--- src/rtl/fifo_rd_arbiter.sv ---
// fifo_rd_arbiter: round-robin owner selection for the shared SyncFIFO read port.
// Eight read channels compete for the port. The winner's one-hot select drives the read mux.
// Each grant runs the sequence IDLE -> GRANT -> RELEASE -> IDLE, so two grants are always
// separated by at least two cycles. All outputs are registered.
// Optional feature: define RD_ARB_TIMEOUT_EN to force a release after MAX_HOLD grant cycles
// when another channel is waiting. The default build has no hold counter and ties o_timeout low.
module fifo_rd_arbiter #(
  parameter int unsigned MAX_HOLD = 16,
  parameter int unsigned HOLD_W   = 5
) (
  input  logic       i_clk,
  input  logic       i_rst,
  input  logic [7:0] i_req,
  input  logic       i_busy,
  output logic [7:0] o_select,
  output logic       o_grant_vld,
  output logic [2:0] o_grant_idx,
  output logic       o_timeout
);

  typedef enum logic [1:0] {
    StIdle    = 2'd0,
    StGrant   = 2'd1,
    StRelease = 2'd2
  } state_e;

  state_e     r_state;
  logic [7:0] r_select;
  logic       r_grant_vld;
  logic [2:0] r_grant_idx;
  logic       r_timeout;
  logic [2:0] r_ptr;

  logic [2:0] w_winner;
  logic [7:0] w_winner_oh;
  logic       w_any_req;
  logic       w_owner_req;
  logic       w_others_req;

  assign w_any_req    = |i_req;
  assign w_owner_req  = i_req[r_grant_idx];
  // Requesters other than the current owner; only used to decide a forced release.
  assign w_others_req = |(i_req & ~r_select);
  assign w_winner_oh  = 8'd1 << w_winner;

  // Rotating priority search: first set request at or after ptr+1, wrapping through ptr itself.
  always_comb begin
    logic       v_found;
    logic [2:0] v_cand;
    v_found  = 1'b0;
    v_cand   = 3'd0;
    w_winner = r_ptr;
    for (int k = 1; k <= 8; k++) begin
      v_cand = r_ptr + 3'(k);
      if (!v_found && i_req[v_cand]) begin
        w_winner = v_cand;
        v_found  = 1'b1;
      end
    end
  end

`ifdef RD_ARB_TIMEOUT_EN
  localparam logic [HOLD_W-1:0] HOLD_LAST = HOLD_W'(MAX_HOLD - 1);

  logic [HOLD_W-1:0] r_hold;
  logic              w_hold_last;
  logic              w_force_rel;

  assign w_hold_last = (r_hold == HOLD_LAST);
  assign w_force_rel = w_hold_last && w_others_req;
`else
  // Without the timeout feature the hold parameters and the other-requester term are unused.
  logic [64:0] w_unused_cfg;
  assign w_unused_cfg = {MAX_HOLD, HOLD_W, w_others_req};
`endif

  // Arbitration FSM; all outputs are updated on the same edge as the state.
  always_ff @(posedge i_clk) begin
    if (i_rst) begin
      r_state     <= StIdle;
      r_select    <= 8'b0000_0001;
      r_grant_vld <= 1'b0;
      r_grant_idx <= 3'd0;
      r_timeout   <= 1'b0;
      r_ptr       <= 3'd7;
`ifdef RD_ARB_TIMEOUT_EN
      r_hold      <= '0;
`endif
    end else begin
      r_timeout <= 1'b0;
      case (r_state)
        StIdle: begin
          // select keeps its last value while idle so the mux input does not move.
          if (w_any_req && !i_busy) begin
            r_state     <= StGrant;
            r_select    <= w_winner_oh;
            r_grant_idx <= w_winner;
            r_grant_vld <= 1'b1;
            r_ptr       <= w_winner;
`ifdef RD_ARB_TIMEOUT_EN
            r_hold      <= '0;
`endif
          end
        end
        StGrant: begin
          // busy never preempts an owner; only its own req drop (or a timeout) ends the grant.
          if (!w_owner_req) begin
            r_state     <= StRelease;
            r_grant_vld <= 1'b0;
          end
`ifdef RD_ARB_TIMEOUT_EN
          else if (w_force_rel) begin
            r_state     <= StRelease;
            r_grant_vld <= 1'b0;
            r_timeout   <= 1'b1;
          end else if (!w_hold_last) begin
            r_hold <= r_hold + HOLD_W'(1);
          end
`endif
        end
        StRelease: begin
          r_state <= StIdle;
        end
        default: begin
          r_state     <= StIdle;
          r_grant_vld <= 1'b0;
        end
      endcase
    end
  end

  assign o_select    = r_select;
  assign o_grant_vld = r_grant_vld;
  assign o_grant_idx = r_grant_idx;
  assign o_timeout   = r_timeout;

  // Structural invariants of the select output.
  always_ff @(posedge i_clk) begin
    if (!i_rst) begin
      assert ($onehot(r_select));
      assert (r_select == (8'd1 << r_grant_idx));
    end
  end

endmodule

--- config.mk ---
export PLATFORM = sky130hd
export DESIGN_NAME = fifo_rd_arbiter
export DESIGN_NICKNAME = d
export VERILOG_FILES = /design/src/rtl/fifo_rd_arbiter.sv
export SDC_FILE = /design/constraint.sdc
export NUM_CORES = 1
export LEC_CHECK = 0
export CORE_UTILIZATION = 51
export CTS_BUF_LIST = sky130_fd_sc_hd__clkbuf_4 sky130_fd_sc_hd__clkbuf_8 sky130_fd_sc_hd__clkbuf_16
export DETAILED_ROUTE_END_ITERATION = 8
export PLACE_DENSITY = 0.77
export SYNTH_ARGS = -nofsm -noshare
export SYNTH_HDL_FRONTEND = slang
export SYNTH_SLANG_ARGS = --single-unit
--- constraint.sdc ---
create_clock -name i_clk -period 3 [get_ports i_clk]
set_input_delay 0.45 -clock i_clk [delete_from_list [all_inputs] [get_ports i_clk]]
set_output_delay 0.45 -clock i_clk [all_outputs]
set_load 0.02 [all_outputs]
==> metrics, run 1 <==
crit-path max FO=7; n_diodes=0; Post-Syn Area=0.00193 mm²; die footprint=about 0.0040 mm²; minimum clock period=around 2.9 ns; period utilization=96.0%; Worst Setup Path Type=primary input to flip-flop; Synth area leaders=dfxtp_1 (18%), mux4_2 (13%), mux2i_1 (8.8%); final setup violation count=0; Final Max Slew Viols=0; Min-Delay Startpoint=o_select[7]$_SDFFE_PP0P_; Cells after DPL=about 270; Hold Fails Final Rpt=0; WL/cell=18.2 µm; r2r setup slk=about 0.13 ns; TritonCTS Buffers=3; first-pass GRT wire length=just over 8000 µm; number of max-cap violations=0; critical path endpoint category=flip-flop; share of cells above drive strength 1=a little under a third; Synth top area share=approximately 18%; post-DP HPWL=around 3800 µm; Ports=24; outcome=complete, no violations; worst-margin pin slew=~0.56 ns; final instance area=0.00243 mm²; Post-synth ARST share=0%; main flop type after synthesis=dfxtp_1; Hold Crit Class=flip-flop to flip-flop; clock slew at reported path FFs=0.07 ns; crit-path cells=clkdlybuf4s50_1 > buf_4 > mux4_2 > nor2_1 > nand2b_4 > nor4_4 > nor2_4 > xnor2_1 > a41o_1; Critical Path Slowest Stage Cell=mux4_2; Critical Path Source Type=primary input; Clock Path Buffers=2; global placement routability congestion=0.881; Total Wirelength=between 5000 and 6000 µm; CP Data Arrival Time=around 3 ns; Setup Fix Bufs, Post-CTS=0; hold_ws=between 0.4 and 0.5 ns; row count=22; Fill cells=between 200 and 300; Worst EP required=between 3 and 4 ns; leakage=approximately 0.0010 µW; synthesis-to-layout area growth=25.5%; CTS Hold Bufs=0; crit-path max cell delay=~0.53 ns; area leader, netlist=dfxtp_1; PortBufs=22; CTS sink count=17; total track usage=25.7%; Syn. warnings=0; GR Overflow Total=0; Post-Route Skew=~0.004 ns; fin util=between 60 and 70%; fmax=0.347 GHz; register area share after synthesis=17.6%; vias=around 1800; EDFF count, synth=0; # DRC=0; Seq cells post-synth=17; initial antenna violation count=0; root buf cell=clkbuf_8; IR Drop Worst-Case VDD=~0.00047 V; placement-stage cell area=roughly 0.0023 mm²; CP delay by family, top=simple AND/OR/NAND/NOR gates; initial DRC count=92; Starting Density=a little over half; nets=roughly 240; die width=roughly 64 µm; Syn Nets=about 210; Avg Inst Size Synth=between 9 and 10 µm²; largest net degree at the start of global routing=24; Slew Limit Headroom=a little over three fifths; Core Box Area=~0.0037 mm²; r2r startpoint=r_ptr[0]$_SDFFE_PP1P_; vias in the first global route=about 1600; Worst setup startpoint=i_req[3]; DR pass1 iterations=4; Final ANT Viol Nets=0; worst skew pair latency=between 0.2 and 0.3 ns; Synth Instances=between 150 and 200; H-tree depth=1; pwr/cell area=936 mW/mm²; Cell Count, Final, Fillers Out=278; Distinct cells, synth=62; CTS tree=yes; Vert. Die Dim=~64 µm; Buf/Inv on CP=2; vias per cell=6.40; most instantiated cells after synthesis=dfxtp_1 (17), mux2i_1 (17), nor2_1 (17)
## where the power goes
| part | switching (µW) | internal (µW) |
|---|---|---|
| clock | 76.2 | 103 |
| sequential | 46.0 | 280 |
| combinational | 960 | 806 |
## cell type report
type / count / area, µm² / share of cell area [%]
well taps: 48 / 60.1 / 2.48
repair buffers: 48 / 430 / 17.7
flip-flops and latches: 17 / 342 / 14.1
multi-input cells: 154 / 1520 / 62.6
clock buffers: 4 / 48.8 / 2.01
inverters: 7 / 26.3 / 1.08
## worst register-to-register path, stage by stage, from the launching register on
cell,delay (ns)
dfxtp_1,0.39
buf_12,0.20
ha_2,0.30
xor2_4,0.24
mux2i_2,0.26
a221o_1,0.28
mux2i_2,0.31
o311ai_4,0.18
a311oi_4,0.41
o21ai_0,0.17
## sequential cells by signal, summed over array words and instances (netlist names)
register / count
o_grant_vld: 1
r_state: 2
o_grant_idx: 3
o_select: 8
r_ptr: 3
## final timing paths
check                             endpoint  depth (start not counted)
hold / removal    o_select[7]$_SDFFE_PP0P_                          2
setup reg to reg     r_ptr[1]$_SDFFE_PP1P_                          9
setup / recovery  o_select[5]$_SDFFE_PP0P_                          9
hold reg to reg   o_select[7]$_SDFFE_PP0P_                          2
## layer usage
layer,vias to the layer above,wire length (µm),track usage [%]
li1,836,-,-
met1,857,2290,37.0
met2,69,2460,40.6
met3,18,210,4.17
met4,0,80,4.55
met5,-,0,0
## timing repair
item,in CTS,in global routing
pin swaps,1,1
resized for setup,4,10
setup endpoints to repair,3,11
## stage by stage
step	power [µW]	setup WS [ns]	TNS (ns)
after floorplan	1550	0.0266	0
after global placement	1920	-0.0891	-0.229
after detailed placement	1950	-0.112	-0.663
after CTS	2160	0.0756	0
after global routing	2400	-0.0265	-0.0525
final	2270	0.121	0
## cells in the final DEF, fill, tap and decap left out, drive strengths merged, types with 4 or more instances in the layout
cell | synthesis | routed
buf | 12 | 26
clkdlybuf4s50 | 0 | 21
nor2 | 18 | 18
mux2i | 18 | 18
dfxtp | 17 | 17
nand2 | 16 | 16
mux4 | 15 | 15
o21ai | 8 | 8
inv | 7 | 7
mux2 | 6 | 6
a221oi | 6 | 6
a21oi | 5 | 5
nor3 | 5 | 5
and3 | 4 | 4
xnor2 | 4 | 4
o41ai | 4 | 4
clkbuf | 5 | 4
## cells by family (layout without fill, tap and decap cells)
family,Yosys count,after routing,share of synthesized area (%)
and+or+nand+nor,58,58,16.2
AOI/OAI and AO/OA,48,48,21.4
muxes,39,39,31.9
buffers and inverters,24,59,7.70
DFF,17,17,17.6
xor gates and xnor gates,6,6,3.69
adders and majority gates,2,2,1.29
other,1,1,0.194
Note: power is estimated with default switching activity, not from simulation.
==> inputs of run 2 (changes only) <==
--- a/config.mk
+++ b/config.mk
@@ -5,10 +5,10 @@
 export SDC_FILE = /design/constraint.sdc
 export NUM_CORES = 1
 export LEC_CHECK = 0
-export CORE_UTILIZATION = 51
+export CORE_UTILIZATION = 45
 export CTS_BUF_LIST = sky130_fd_sc_hd__clkbuf_4 sky130_fd_sc_hd__clkbuf_8 sky130_fd_sc_hd__clkbuf_16
 export DETAILED_ROUTE_END_ITERATION = 8
-export PLACE_DENSITY = 0.77
+export PLACE_DENSITY = 0.69
 export SYNTH_ARGS = -nofsm -noshare
 export SYNTH_HDL_FRONTEND = slang
 export SYNTH_SLANG_ARGS = --single-unit
==> metrics, run 2 (synthesis gave the netlist of run 1 again) <==
outcome=complete, no violations; CP Data Arrival Time=3.07 ns (about the same); critical path endpoint category=flip-flop; Ports=24 (unchanged); Critical Path Source Type=primary input; Hold Crit Class=flip-flop to flip-flop; Global Route met3 Usage=3.04% (-1.1 points); vias per cell=6.28 (-1.9%); Final Max Slew Viols=0 (unchanged); fin util=59.7% (-6.6 points); Fill cells=327 (+18%); Post-Route Skew=0.00261 ns (-0.00130 ns); Starting Density=47.6% (-5.2 points); root buf cell=clkbuf_8; WL/cell=18.2 µm (about the same); final setup violation count=0 (unchanged); fmax=0.338 GHz (-2.6%); Slew Limit Headroom=65.0% (+2.2 points); die width=67.5 µm (+6.3%); initial antenna violation count=0 (unchanged); GR Overflow Total=0 (unchanged); period utilization=98.5% (+2.6 points); share of cells above drive strength 1=30.6% (-1.1 points); worst-margin pin slew=0.524 ns (-0.0332 ns); vias in the first global route=1741 (+7.0%); nets=246 (+0.82%); final instance area=0.00242 mm² (-0.15%); largest net degree at the start of global routing=24 (unchanged); commonest cells after routing, fill and taps aside=buf_4 (26), clkdlybuf4s50_1 (21), nor2_1 (17); synthesis-to-layout area growth=25.3%; minimum clock period=2.96 ns (+0.0771 ns); PortBufs=22 (unchanged); Vert. Die Dim=67.5 µm (+6.3%); DR pass1 iterations=4 (unchanged); Final ANT Viol Nets=0 (unchanged); Cell Count, Final, Fillers Out=282 (+1.4%); n_diodes=0 (unchanged); global placement routability congestion=1.01 (+15%); Worst Setup Path Type=primary input to flip-flop; unrepaired setup endpoints after global routing=true; crit-path max FO=8 (+1); IR Drop Worst-Case VDD=0.000444 V (-6.5%); Setup TNS=0 ns (unchanged); fin worst setup slack=0.0443 ns (-0.0771 ns); Core Box Area=0.00406 mm² (+11%); leakage=0.00101 µW (+1.1%); worst skew pair latency=0.25 ns (about the same); post-DP HPWL=3980 µm (+5.8%); pre-CTS WS=-0.180 ns (-0.0680 ns); die footprint=0.00456 mm² (+13%); CTS sink count=17 (unchanged); vias=1772 (-0.45%); Cells after DPL=277 (+1.1%); Worst EP required=3.12 ns (-0.07 ns); initial DRC count=77 (-16%); most used routing layer=met2; met1 Use GR=33.0% (-4.0 points); H-tree depth=1 (unchanged); total track usage=24.5% (-1.2 points); number of max-cap violations=0 (unchanged); row count=23 (+4.5%); first-pass GRT wire length=8440 µm (+4.2%); pwr/cell area=933 mW/mm² (-0.41%); GR Util met2=42.6% (+2.0 points); Hold Fails Final Rpt=0 (unchanged); placement-stage cell area=0.00232 mm² (+0.98%); max reg flops=8 (unchanged); clock slew at reported path FFs=0.06 ns (about the same); # DRC=0 (unchanged); Total Wirelength=5120 µm (+1.5%); CTS tree=yes; most common cell after layout, fill and taps aside=buf_4; Clock Path Buffers=2 (unchanged); TritonCTS Buffers=3 (unchanged)
[run 2: critical path, cell delays in order]
cell	delay, ns
clkdlybuf4s50_1	0.56
mux4_1	0.56
mux2_2	0.33
a221oi_1	0.23
o2111ai_1	0.24
a221oi_1	0.43
buf_4	0.19
o21ai_0	0.07
[run 2: layout make-up]
cell class | instances | area (µm²) | area share (%)
inverters | 7 | 26.3 | 1.08
well taps | 50 | 62.6 | 2.58
repair buffers | 50 | 458 | 18.9
multi-input cells | 154 | 1480 | 61.3
clock buffers | 4 | 48.8 | 2.01
flip-flops and latches | 17 | 343 | 14.2
[run 2: timing repair]
| action | CTS | global route |
|---|---|---|
| hold buffers | 0 | 0 |
| setup buffers | 0 | 1 |
| setup endpoints to repair | 4 | 8 |
| gates resized for setup | 2 | 7 |
| endpoints found under the hold margin | 0 | 0 |
| pin swaps | 0 | 2 |
[run 2: power breakdown]
| part | internal (µW) | leakage (µW) | switching, µW |
|---|---|---|---|
| combinational | 818 | 0.000848 | 930 |
| clock | 103 | 0.0000262 | 71.7 |
| sequential | 281 | 0.000139 | 55.0 |
[run 2: worst paths after layout]
path	start	endpoint	slack (ns)	cells past startpoint
setup / recovery	i_req[4]	r_ptr[2]$_SDFFE_PP1P_	0.04	8
hold / removal	o_select[2]$_SDFFE_PP0P_	o_select[2]$_SDFFE_PP0P_	0.46	2
setup reg to reg	r_ptr[0]$_SDFFE_PP1P_	o_select[6]$_SDFFE_PP0P_	0.18	9
hold reg to reg	o_select[2]$_SDFFE_PP0P_	o_select[2]$_SDFFE_PP0P_	0.46	2
[run 2: layer usage]
metal	vias to the layer above	wire, µm	part of all wire [%]
met2	81	2610	51
li1	835	-	-
met5	-	0	0
met3	2	289	5.6
met1	854	2200	43
met4	0	24	0.47
[run 2: stage by stage]
stage	total power, µW	hold slack (ns)
CTS	2180	0.458
global placement	1940	0.440
floorplan	1550	0.481
global route	2400	0.481
finish	2260	0.455
detailed placement	1980	0.443
==> inputs of run 3 (changes only) <==
--- a/config.mk
+++ b/config.mk
@@ -5,10 +5,10 @@
 export SDC_FILE = /design/constraint.sdc
 export NUM_CORES = 1
 export LEC_CHECK = 0
-export CORE_UTILIZATION = 45
+export CORE_UTILIZATION = 50
 export CTS_BUF_LIST = sky130_fd_sc_hd__clkbuf_4 sky130_fd_sc_hd__clkbuf_8 sky130_fd_sc_hd__clkbuf_16
 export DETAILED_ROUTE_END_ITERATION = 8
-export PLACE_DENSITY = 0.69
+export PLACE_DENSITY = 0.76
 export SYNTH_ARGS = -nofsm -noshare
 export SYNTH_HDL_FRONTEND = slang
 export SYNTH_SLANG_ARGS = --single-unit
==> metrics, run 3 (synthesis gave the netlist of run 1 again) <==
nets=247 (+0.41%); largest net degree at the start of global routing=19 (-21%); first-pass GRT wire length=7960 µm (-5.7%); fin util=65.4% (+5.7 points); Buf/Inv on CP=1 (-1); CP Data Arrival Time=3.01 ns (-0.06 ns); # DRC=0 (unchanged); leakage=0.00101 µW (-0.23%); Hold Fails Final Rpt=0 (unchanged); row count=22 (-4.3%); Vert. Die Dim=64.2 µm (-5.0%); Starting Density=52.4% (+4.8 points); Total Wirelength=4850 µm (-5.2%); IR Drop Worst-Case VDD=0.000484 V (+9.1%); Slew Limit Headroom=62.2% (-2.8 points); crit-path max cell delay=0.53 ns (-0.03 ns); unrepaired setup endpoints after global routing=false; Ports=24 (unchanged); Critical Path Slowest Stage Cell=mux4_1; placement-stage cell area=0.00230 mm² (-0.86%); die width=64.2 µm (-5.0%); Critical Path Source Type=primary input; CP delay by family, top=compound AO/OA/AOI/OAI gates; CTS tree=yes; pwr/cell area=921 mW/mm² (-1.2%); Final ANT Viol Nets=0 (unchanged); period utilization=94.9% (-3.6 points); fmax=0.351 GHz (+3.8%); critical path endpoint category=flip-flop; synthesis-to-layout area growth=24.9%; CTS Hold Bufs=0 (unchanged); Core Box Area=0.00369 mm² (-9.1%); crit-path cells=clkdlybuf4s50_1 > mux4_1 > mux2_2 > a221oi_1 > o2111ai_1 > a22o_2 > o41ai_2; fin worst setup slack=0.152 ns (+0.108 ns); Worst Setup Path Type=primary input to flip-flop; vias in the first global route=1637 (-6.0%); TritonCTS Buffers=3 (unchanged); max reg flops=8 (unchanged); Final Max Slew Viols=0 (unchanged); Post-Route Skew=0.00142 ns (-0.00119 ns); initial DRC count=108 (+40%); pre-CTS WS=-0.172 ns (+0.00735 ns); Clock Path Buffers=2 (unchanged); WL met1=2180 µm (-0.77%); Clock Power Share=8.3% (+0.6 points); switching pwr=1040 µW (-1.6%); internal power=1180 µW (-1.6%); minimum clock period=2.85 ns (-0.108 ns); global placement routability congestion=0.909 (-10%); Worst EP required=3.16 ns (+0.04 ns); met3 WL post-DR=247 µm (-15%); most common cell after layout, fill and taps aside=buf_4; Hold Crit Class=flip-flop to flip-flop; clock slew at reported path FFs=0.07 ns (about the same); crit-path max FO=7 (-1); Gate power share=77.2% (-0.2 points); WL/cell=17.3 µm (-4.9%); vias per cell=6.37 (+1.4%); post-DP HPWL=3660 µm (-8.1%); max layer used=met4; vias=1791 (+1.1%); initial antenna violation count=0 (unchanged); total track usage=25.0% (+0.53 points); worst skew pair latency=0.26 ns (about the same); number of max-cap violations=0 (unchanged); met2 wire length=2360 µm (-9.4%); outcome=complete, no violations; die footprint=0.00412 mm² (-9.7%); sw frac=46.8% (about the same); Setup TNS=0 ns (unchanged); share of cells above drive strength 1=30.0% (-0.56 points); commonest cells after routing, fill and taps aside=buf_4 (27), clkdlybuf4s50_1 (22), mux2i_1 (17), nor2_1 (17); final instance area=0.00241 mm² (-0.36%); Flop pwr share=14.6% (-0.3 points); n_diodes=0 (unchanged); H-tree depth=1 (unchanged); GR Overflow Total=0 (unchanged); worst-margin pin slew=0.567 ns (+0.0435 ns); CTS sink count=17 (unchanged); DR pass1 iterations=4 (unchanged); root buf cell=clkbuf_8; final setup violation count=0 (unchanged); PortBufs=22 (unchanged)
[run 3: changes by cell type in the layout (fill, tap and decap cells not counted), sizes merged]
cell and delta:
buf +1, clkdlybuf4s50 +1, dlymetal6s2s -1
[run 3: layer usage]
| metal | up-vias | track usage (%) |
|---|---|---|
| li1 | 840 | - |
| met1 | 875 | 34.0 |
| met2 | 70 | 41.0 |
| met3 | 6 | 3.57 |
| met4 | 0 | 7.50 |
| met5 | - | 0 |
[run 3: timing repair]
action	4_1_cts	5_1_grt
setup buffers	0	1
gates resized for setup	0	9
setup endpoints to repair	0	12
endpoints found under the hold margin	0	0
[run 3: final timing paths]
kind,from,to,slack (ns),depth (start not counted)
max reg2reg,r_ptr[0]$_SDFFE_PP1P_,o_select[2]$_SDFFE_PP0P_,0.18,10
min reg2reg,o_select[7]$_SDFFE_PP0P_,o_select[7]$_SDFFE_PP0P_,0.47,2
max,i_req[2],o_select[2]$_SDFFE_PP0P_,0.15,7
min,o_select[7]$_SDFFE_PP0P_,o_select[7]$_SDFFE_PP0P_,0.47,2
[run 3: area by class of cell]
cell class | count | area, µm²
multi-input cells | 154 | 1490
fillers | 289 | 1270
repair buffers | 51 | 445
flip-flops and latches | 17 | 342
well taps | 48 | 60.1
clock buffers | 4 | 48.8
inverters | 7 | 26.3
[run 3: tightest hold or removal path, cell delays in order (launching register included)]
cell	delay [ns]
dfxtp_1	0.33
nand2_1	0.06
o41ai_1	0.05
[run 3: through the flow]
stage	power, µW	instances	hold slack [ns]
finish	2220	281	0.472
global route	2360	281	0.493
CTS	2120	280	0.469
detailed placement	1940	276	0.452
global placement	1920	276	0.444
floorplan	1550	195	0.481
[run 3: power by group through the flow]
stage / Sequential, µW / Clock (µW) / Combinational (µW)
4_1_cts: 322 / 183 / 1620
5_1_grt: 330 / 192 / 1840
2_1_floorplan: 367 / 0 / 1190
3_5_place_dp: 327 / 0 / 1610
6_report: 324 / 184 / 1720
3_3_place_gp: 326 / 0 / 1600
